File: src/rtl/irrigation_zone_scheduler_if.sv
// Zone request / valve-pump control bundle for the irrigation scheduler.
// master drives requests and tank status; slave is the scheduler.
interface irrigation_zone_scheduler_if #(
    parameter int N_ZONES = 4
);
    localparam int ID_W = $clog2(N_ZONES);

    logic [N_ZONES-1:0] req;
    logic               water_ok;
    logic               tank_fault;
    logic               err_clr;
    logic [N_ZONES-1:0] valve;
    logic               pump_on;
    logic [ID_W-1:0]    grant_id;
    logic               busy;
    logic               done_pulse;
    logic               error;

    modport master (
        output req, water_ok, tank_fault, err_clr,
        input  valve, pump_on, grant_id, busy, done_pulse, error
    );

    modport slave (
        input  req, water_ok, tank_fault, err_clr,
        output valve, pump_on, grant_id, busy, done_pulse, error
    );
endinterface

File: src/rtl/irrigation_zone_scheduler.sv
// Round-robin pump/tank sharing across irrigation zones with a timed
// open / water / stop valve sequence per grant.
module irrigation_zone_scheduler #(
    parameter int N_ZONES       = 4,
    parameter int TIMER_W       = 8,
    parameter int WATER_CYCLES  = 100,
    parameter int SETTLE_CYCLES = 4
) (
    input  logic clk,
    input  logic reset,
    irrigation_zone_scheduler_if.slave bus
);
    localparam int ID_W = $clog2(N_ZONES);
    localparam logic [TIMER_W-1:0] SETTLE_LD = TIMER_W'(SETTLE_CYCLES - 1);
    localparam logic [TIMER_W-1:0] WATER_LD  = TIMER_W'(WATER_CYCLES - 1);
    localparam logic [ID_W-1:0]    LAST_ID   = ID_W'(N_ZONES - 1);

    typedef enum logic [2:0] {IDLE, OPEN, WATER, STOP, FAULT} state_t;

    state_t             state_q;
    logic [TIMER_W-1:0] timer_q;
    logic [ID_W-1:0]    rr_q;
    logic [ID_W-1:0]    grant_q;
    logic [N_ZONES-1:0] valve_q;
    logic               pump_q;
    logic               busy_q;
    logic               done_q;
    logic               error_q;

    logic [ID_W-1:0]    pick_d;
    logic               found_d;
    logic               abort_d;

    function automatic logic [N_ZONES-1:0] onehot(input logic [ID_W-1:0] id);
        onehot     = '0;
        onehot[id] = 1'b1;
    endfunction

    // Cyclic scan starting at rr_q; first set request wins.
    always_comb begin
        logic [ID_W-1:0] idx;
        pick_d  = rr_q;
        found_d = 1'b0;
        for (int i = 0; i < N_ZONES; i++) begin
            idx = ID_W'((int'(rr_q) + i) % N_ZONES);
            if (!found_d && bus.req[idx]) begin
                found_d = 1'b1;
                pick_d  = idx;
            end
        end
    end

    assign abort_d = !bus.req[grant_q] || !bus.water_ok;

    always_ff @(posedge clk or posedge reset) begin
        if (reset) begin
            state_q <= IDLE;
            timer_q <= '0;
            rr_q    <= '0;
            grant_q <= '0;
            valve_q <= '0;
            pump_q  <= 1'b0;
            busy_q  <= 1'b0;
            done_q  <= 1'b0;
            error_q <= 1'b0;
        end else begin
            done_q <= 1'b0;
            if (bus.tank_fault) begin
                state_q <= FAULT;
                timer_q <= '0;
                valve_q <= '0;
                pump_q  <= 1'b0;
                busy_q  <= 1'b0;
                error_q <= 1'b1;
            end else begin
                unique case (state_q)
                    IDLE: begin
                        if (bus.water_ok && found_d) begin
                            state_q <= OPEN;
                            grant_q <= pick_d;
                            timer_q <= SETTLE_LD;
                            valve_q <= onehot(pick_d);
                            busy_q  <= 1'b1;
                        end
                    end
                    OPEN: begin
                        if (abort_d) begin
                            state_q <= STOP;
                            timer_q <= SETTLE_LD;
                        end else if (timer_q == '0) begin
                            state_q <= WATER;
                            timer_q <= WATER_LD;
                            pump_q  <= 1'b1;
                        end else begin
                            timer_q <= timer_q - 1'b1;
                        end
                    end
                    WATER: begin
                        if (abort_d || timer_q == '0) begin
                            state_q <= STOP;
                            timer_q <= SETTLE_LD;
                            pump_q  <= 1'b0;
                        end else begin
                            timer_q <= timer_q - 1'b1;
                        end
                    end
                    STOP: begin
                        if (timer_q == '0) begin
                            state_q <= IDLE;
                            rr_q    <= (grant_q == LAST_ID) ? '0
                                                            : grant_q + ID_W'(1);
                            valve_q <= '0;
                            busy_q  <= 1'b0;
                            done_q  <= 1'b1;
                        end else begin
                            timer_q <= timer_q - 1'b1;
                        end
                    end
                    FAULT: begin
                        if (bus.err_clr) begin
                            state_q <= IDLE;
                            error_q <= 1'b0;
                        end
                    end
                    default: state_q <= IDLE;
                endcase
            end
        end
    end

    assign bus.valve      = valve_q;
    assign bus.pump_on    = pump_q;
    assign bus.grant_id   = grant_q;
    assign bus.busy       = busy_q;
    assign bus.done_pulse = done_q;
    assign bus.error      = error_q;
endmodule

File: src/flat_wrapper.sv
// flat-port wrapper written by rule: the top's interface ports become plain ports
module irrigation_zone_scheduler_flat 
#(
    parameter int N_ZONES       = 4,
    parameter int TIMER_W       = 8,
    parameter int WATER_CYCLES  = 100,
    parameter int SETTLE_CYCLES = 4
)
  (clk, reset, bus_req, bus_water_ok, bus_tank_fault, bus_err_clr, bus_valve, bus_pump_on, bus_grant_id, bus_busy, bus_done_pulse, bus_error);
  irrigation_zone_scheduler_if #(.N_ZONES(N_ZONES)) bus_i ();
  input  logic clk;
  input  logic reset;
  input wire logic [$bits(bus_i.req)-1:0] bus_req;
  input wire logic [$bits(bus_i.water_ok)-1:0] bus_water_ok;
  input wire logic [$bits(bus_i.tank_fault)-1:0] bus_tank_fault;
  input wire logic [$bits(bus_i.err_clr)-1:0] bus_err_clr;
  output wire logic [$bits(bus_i.valve)-1:0] bus_valve;
  output wire logic [$bits(bus_i.pump_on)-1:0] bus_pump_on;
  output wire logic [$bits(bus_i.grant_id)-1:0] bus_grant_id;
  output wire logic [$bits(bus_i.busy)-1:0] bus_busy;
  output wire logic [$bits(bus_i.done_pulse)-1:0] bus_done_pulse;
  output wire logic [$bits(bus_i.error)-1:0] bus_error;
  assign bus_i.req = bus_req;
  assign bus_i.water_ok = bus_water_ok;
  assign bus_i.tank_fault = bus_tank_fault;
  assign bus_i.err_clr = bus_err_clr;
  assign bus_valve = bus_i.valve;
  assign bus_pump_on = bus_i.pump_on;
  assign bus_grant_id = bus_i.grant_id;
  assign bus_busy = bus_i.busy;
  assign bus_done_pulse = bus_i.done_pulse;
  assign bus_error = bus_i.error;
  irrigation_zone_scheduler #(.N_ZONES(N_ZONES), .TIMER_W(TIMER_W), .WATER_CYCLES(WATER_CYCLES), .SETTLE_CYCLES(SETTLE_CYCLES)) u_core (.clk(clk), .reset(reset), .bus(bus_i));
endmodule
File: config.mk
export PLATFORM = sky130hd
export DESIGN_NAME = irrigation_zone_scheduler_flat
export DESIGN_NICKNAME = d
export VERILOG_FILES = /design/src/rtl/irrigation_zone_scheduler_if.sv /design/src/rtl/irrigation_zone_scheduler.sv /design/src/flat_wrapper.sv
export SDC_FILE = /design/constraint.sdc
export NUM_CORES = 1
export LEC_CHECK = 0
export ABC_AREA = 1
export CORE_MARGIN = 4
export CORE_UTILIZATION = 50
export DETAILED_ROUTE_END_ITERATION = 12
export PLACE_DENSITY = 0.82
export SLEW_MARGIN = 20
export SYNTH_ARGS = -nofsm -noshare
export SYNTH_HDL_FRONTEND = slang
export SYNTH_SLANG_ARGS = --single-unit
File: constraint.sdc
create_clock -name clk -period 1.6 [get_ports clk]
set_clock_uncertainty 0.1 [all_clocks]
set_input_delay 0.4 -clock clk [delete_from_list [all_inputs] [get_ports clk]]
set_output_delay 0.4 -clock clk [all_outputs]
set_load 0.02 [all_outputs]
==> results.tsv <==
stage	metric	value	unit
status	outcome	finished with violations	
status	violations	negative setup slack	
clock_network	clock_path_buffers	2	
synthesis	synth_xor_xnor_area_share	3.17	%
clock_network	clkSlewWorstSetupHoldPaths	0.13	ns
clock_network	insertion_delay	0.32	ns
synthesis	synth_top_flop_cell	sky130_fd_sc_hd__dfrtp_1	
timing	timing.fmax	0.512	GHz
timing	timing.final.crit_period	1.95	ns
floorplanning	chipHeight	65.5	um
clock_network	cts.sinks	23	
power_and_ir_drop	pwrdens	884	nW/um^2
cells_and_area	mostFrequentLayoutCell	sky130_fd_sc_hd__nand2_1	
grt	first_global_vias	1888	
timing	fin_ws	-0.353	ns
timing	rsz0062_at_grt	yes	
routing	drc	0	
grt	grt_max_degree	24	
critical_path	path_max_fanout	6	
synthesis	synthSimpleGateAreaFrac	47.5	%
power_and_ir_drop	vdd_drop_max	0.000435	V
cells_and_area	post-route-cell-area	2560	um^2
run	maxCapViolations	0	
floorplanning	rows	20	
cells_and_area	n_antenna_cell	0	
grt	grt_pass1_wl	8450	um
synthesis	synth_top_family_by_area	simple AND/OR/NAND/NOR gates	
critical_path	start_kind	flip-flop	
timing	setup_viol_count_final	18	
grt	grt_overflow	0	
synthesis	synth-edff-count	0	
cells_and_area	mostFrequentLayoutCells	sky130_fd_sc_hd__nand2_1 (85), sky130_fd_sc_hd__buf_4 (50), sky130_fd_sc_hd__nor2_1 (22)	
synthesis	async_reset_ff_share	100	%
placement	placed_wire_length_estimate	3150	um
synthesis	synthesis.area	1660	um^2
grt	grt_antenna_before_repair	0	
routing	wl_per_cell	15.7	um
critical_path	start_point_of_the_critical_path	u_core.rr_q[0]	
routing	routed_wl	5890	um
synthesis	synth_nets	267	
timing	final-hold-violation-count	0	
timing	hold_ws	0.307	ns
critical_path	regToRegEndpoint	u_core.bus.valve[1]	
synthesis	synth.ff_latch_count	23	
synthesis	synth_warnings	0	
routing	count_of_routing_violations_after_the_opening_detailed_route_iteration	304	
timing	max_slew_violation_count	0	
cells_and_area	synthToLayoutAreaGrowth	54.7	%
critical_path	crit_path_end_kind	flip-flop	
cells_and_area	final_layout_size_suffix_gt1_share	38.6	%
synthesis	synthAdderAreaFrac	1.51	%
clock_network	cts-htree-levels	1	
critical_path	timing.reg2reg.setup_slack	-0.35	ns
floorplanning	pin_count	19	
synthesis	netlist_instances	256	
placement	routabilityCongestion	0.964	
grt	grt_usage	25.2	%
critical_path	r2r-start	u_core.rr_q[0]	
timing	final.period_utilization	122	%
cells_and_area	design.final.nets	344	
routing	antenna_violating_nets_post_route	0	
floorplanning	die-width	65.5	um
synthesis	synth.distinct_cells	29	
placement	pre_cts_ws	-0.579	ns
routing	firstDrtPassIters	5	
critical_path	required_time_at_the_worst_slack_endpoint	1.72	ns
synthesis	syn-mean-instance-area	6.47	um^2
timing	setup-tns-final	-5.03	ns
placement	place.port_buffers	18	
routing	detailroute.via_count	2107	
critical_path	worst-r2r-cell-count	13	
floorplanning	floorplan.initialDensity	53.3	%
placement	detailed_place.area	2170	um^2
hold_path	min_path_type	input port to async pin	
synthesis	portion_of_the_post_synthesis_area_used_by_sequential_elements	34.8	%
floorplanning	core_area	3100	um^2
critical_path	worst-endpoint-arrival	2.07	ns
clock_network	tritoncts_clock_tree	done	
clock_network	cts_made_buffers	3	
timing	timing_worst_slew_pin_value	0.365	ns
synthesis	synth_compound_gate_area_share	5.74	%
routing	vias_per_instance	5.60	
power_and_ir_drop	p_leak	1.37	nW
clock_network	cts_hold_buf	0	
synthesis	yosys-mux-area-fraction	0	%
critical_path	timing_worst_setup_path_type	flip-flop to flip-flop	
clock_network	ctsRootBufferMaster	sky130_fd_sc_hd__clkbuf_4	
floorplanning	design.die.area	4300	um^2
timing	relSlewSlack	75.4	%
where the power goes:
group | switching (mW) | leakage [nW] | internal [mW]
registers | 0.0776 | 0.291 | 0.648
logic | 0.708 | 1.06 | 0.554
clock network | 0.183 | 0.0177 | 0.0936
worst max-delay path: stages (launching register included):
cell	delay [ns]
sky130_fd_sc_hd__dfrtp_1	0.43
sky130_fd_sc_hd__buf_6	0.16
sky130_fd_sc_hd__buf_6	0.13
sky130_fd_sc_hd__nand2_4	0.06
sky130_fd_sc_hd__nand3_4	0.08
sky130_fd_sc_hd__nand2_4	0.06
sky130_fd_sc_hd__nor2_4	0.16
sky130_fd_sc_hd__nand2_2	0.09
sky130_fd_sc_hd__nor2_4	0.16
sky130_fd_sc_hd__nand2_2	0.09
sky130_fd_sc_hd__nand2_2	0.11
sky130_fd_sc_hd__inv_2	0.05
sky130_fd_sc_hd__nand3_1	0.08
sky130_fd_sc_hd__nand2_1	0.07
state kept, by name, summed over array words and instances (netlist names):
name	flops
u_core.bus.valve	4
u_core.bus.pump_on	1
u_core.state_q	3
u_core.bus.busy	1
u_core.bus.error	1
u_core.timer_q	8
u_core.bus.done_pulse	1
u_core.bus.grant_id	2
u_core.rr_q	2
cells by family (layout without fill, tap and decap cells):
group                    count (synthesis)  in the layout
AND/OR/NAND/NOR                        182            182
buffers and inverters                   26            102
flip-flops                              23             23
AO/OA/AOI/OAI                           17             17
XOR/XNOR                                 6              6
adder cells (fa/ha/maj)                  2              2
synthesized netlist by cell type (3+ instances only):
library cell / count / area, um^2
sky130_fd_sc_hd__nand2_1: 107 / 402
sky130_fd_sc_hd__nor2_1: 28 / 105
sky130_fd_sc_hd__nand3_1: 27 / 135
sky130_fd_sc_hd__dfrtp_1: 23 / 576
sky130_fd_sc_hd__inv_1: 16 / 60.1
sky130_fd_sc_hd__o21ai_0: 9 / 45.0
sky130_fd_sc_hd__inv_2: 6 / 22.5
sky130_fd_sc_hd__nand2_2: 5 / 31.3
sky130_fd_sc_hd__nand4_1: 4 / 25.0
sky130_fd_sc_hd__xnor2_1: 4 / 35.0
sky130_fd_sc_hd__o21ai_1: 3 / 15.0
layer usage:
| layer | part of all wire [%] | GRT usage, % |
|---|---|---|
| met4 | 4.8 | 10.1 |
| met5 | 0 | 0 |
| met1 | 40 | 30.3 |
| met2 | 49 | 44.8 |
| met3 | 6.2 | 3.76 |
area by class of cell:
type,instances,area (um^2)
clock buffers,3,22.5
flip-flops and latches,23,578
clock inverters,1,5.00
repair buffers,76,644
inverters,22,92.6
multi-input cells,207,1160
fillers,203,542
well taps,44,55.1
how the worst max path moves through the flow:
stage	endpoint	slack (ns)	depth (start not counted)
detailed placement	u_core.timer_q[4]	-0.58	13
finish	u_core.bus.valve[1]	-0.35	13
floorplan	u_core.timer_q[0]	-0.06	15
global route	u_core.bus.valve[1]	-0.44	13
global placement	u_core.timer_q[4]	-0.55	13
CTS	u_core.timer_q[7]	-0.21	13
what timing repair did:
action	in CTS	in global routing
endpoints found under the setup margin	28	21
hold endpoints to repair	0	0
pin swaps	25	27
buffers inserted	11	6
resized for setup	57	40
through the flow:
| stage | total power [mW] | cells | util [%] |
|---|---|---|---|
| after detailed placement | 1.64 | 355 | 70.0 |
| after CTS | 2.04 | 370 | 77.2 |
| after floorplan | 1.26 | 256 | - |
| final | 2.26 | 376 | 82.5 |
| after global placement | 1.61 | 355 | 70.0 |
| after global routing | 2.41 | 376 | 82.5 |
No activity file was read; power rests on OpenSTA's default activity.
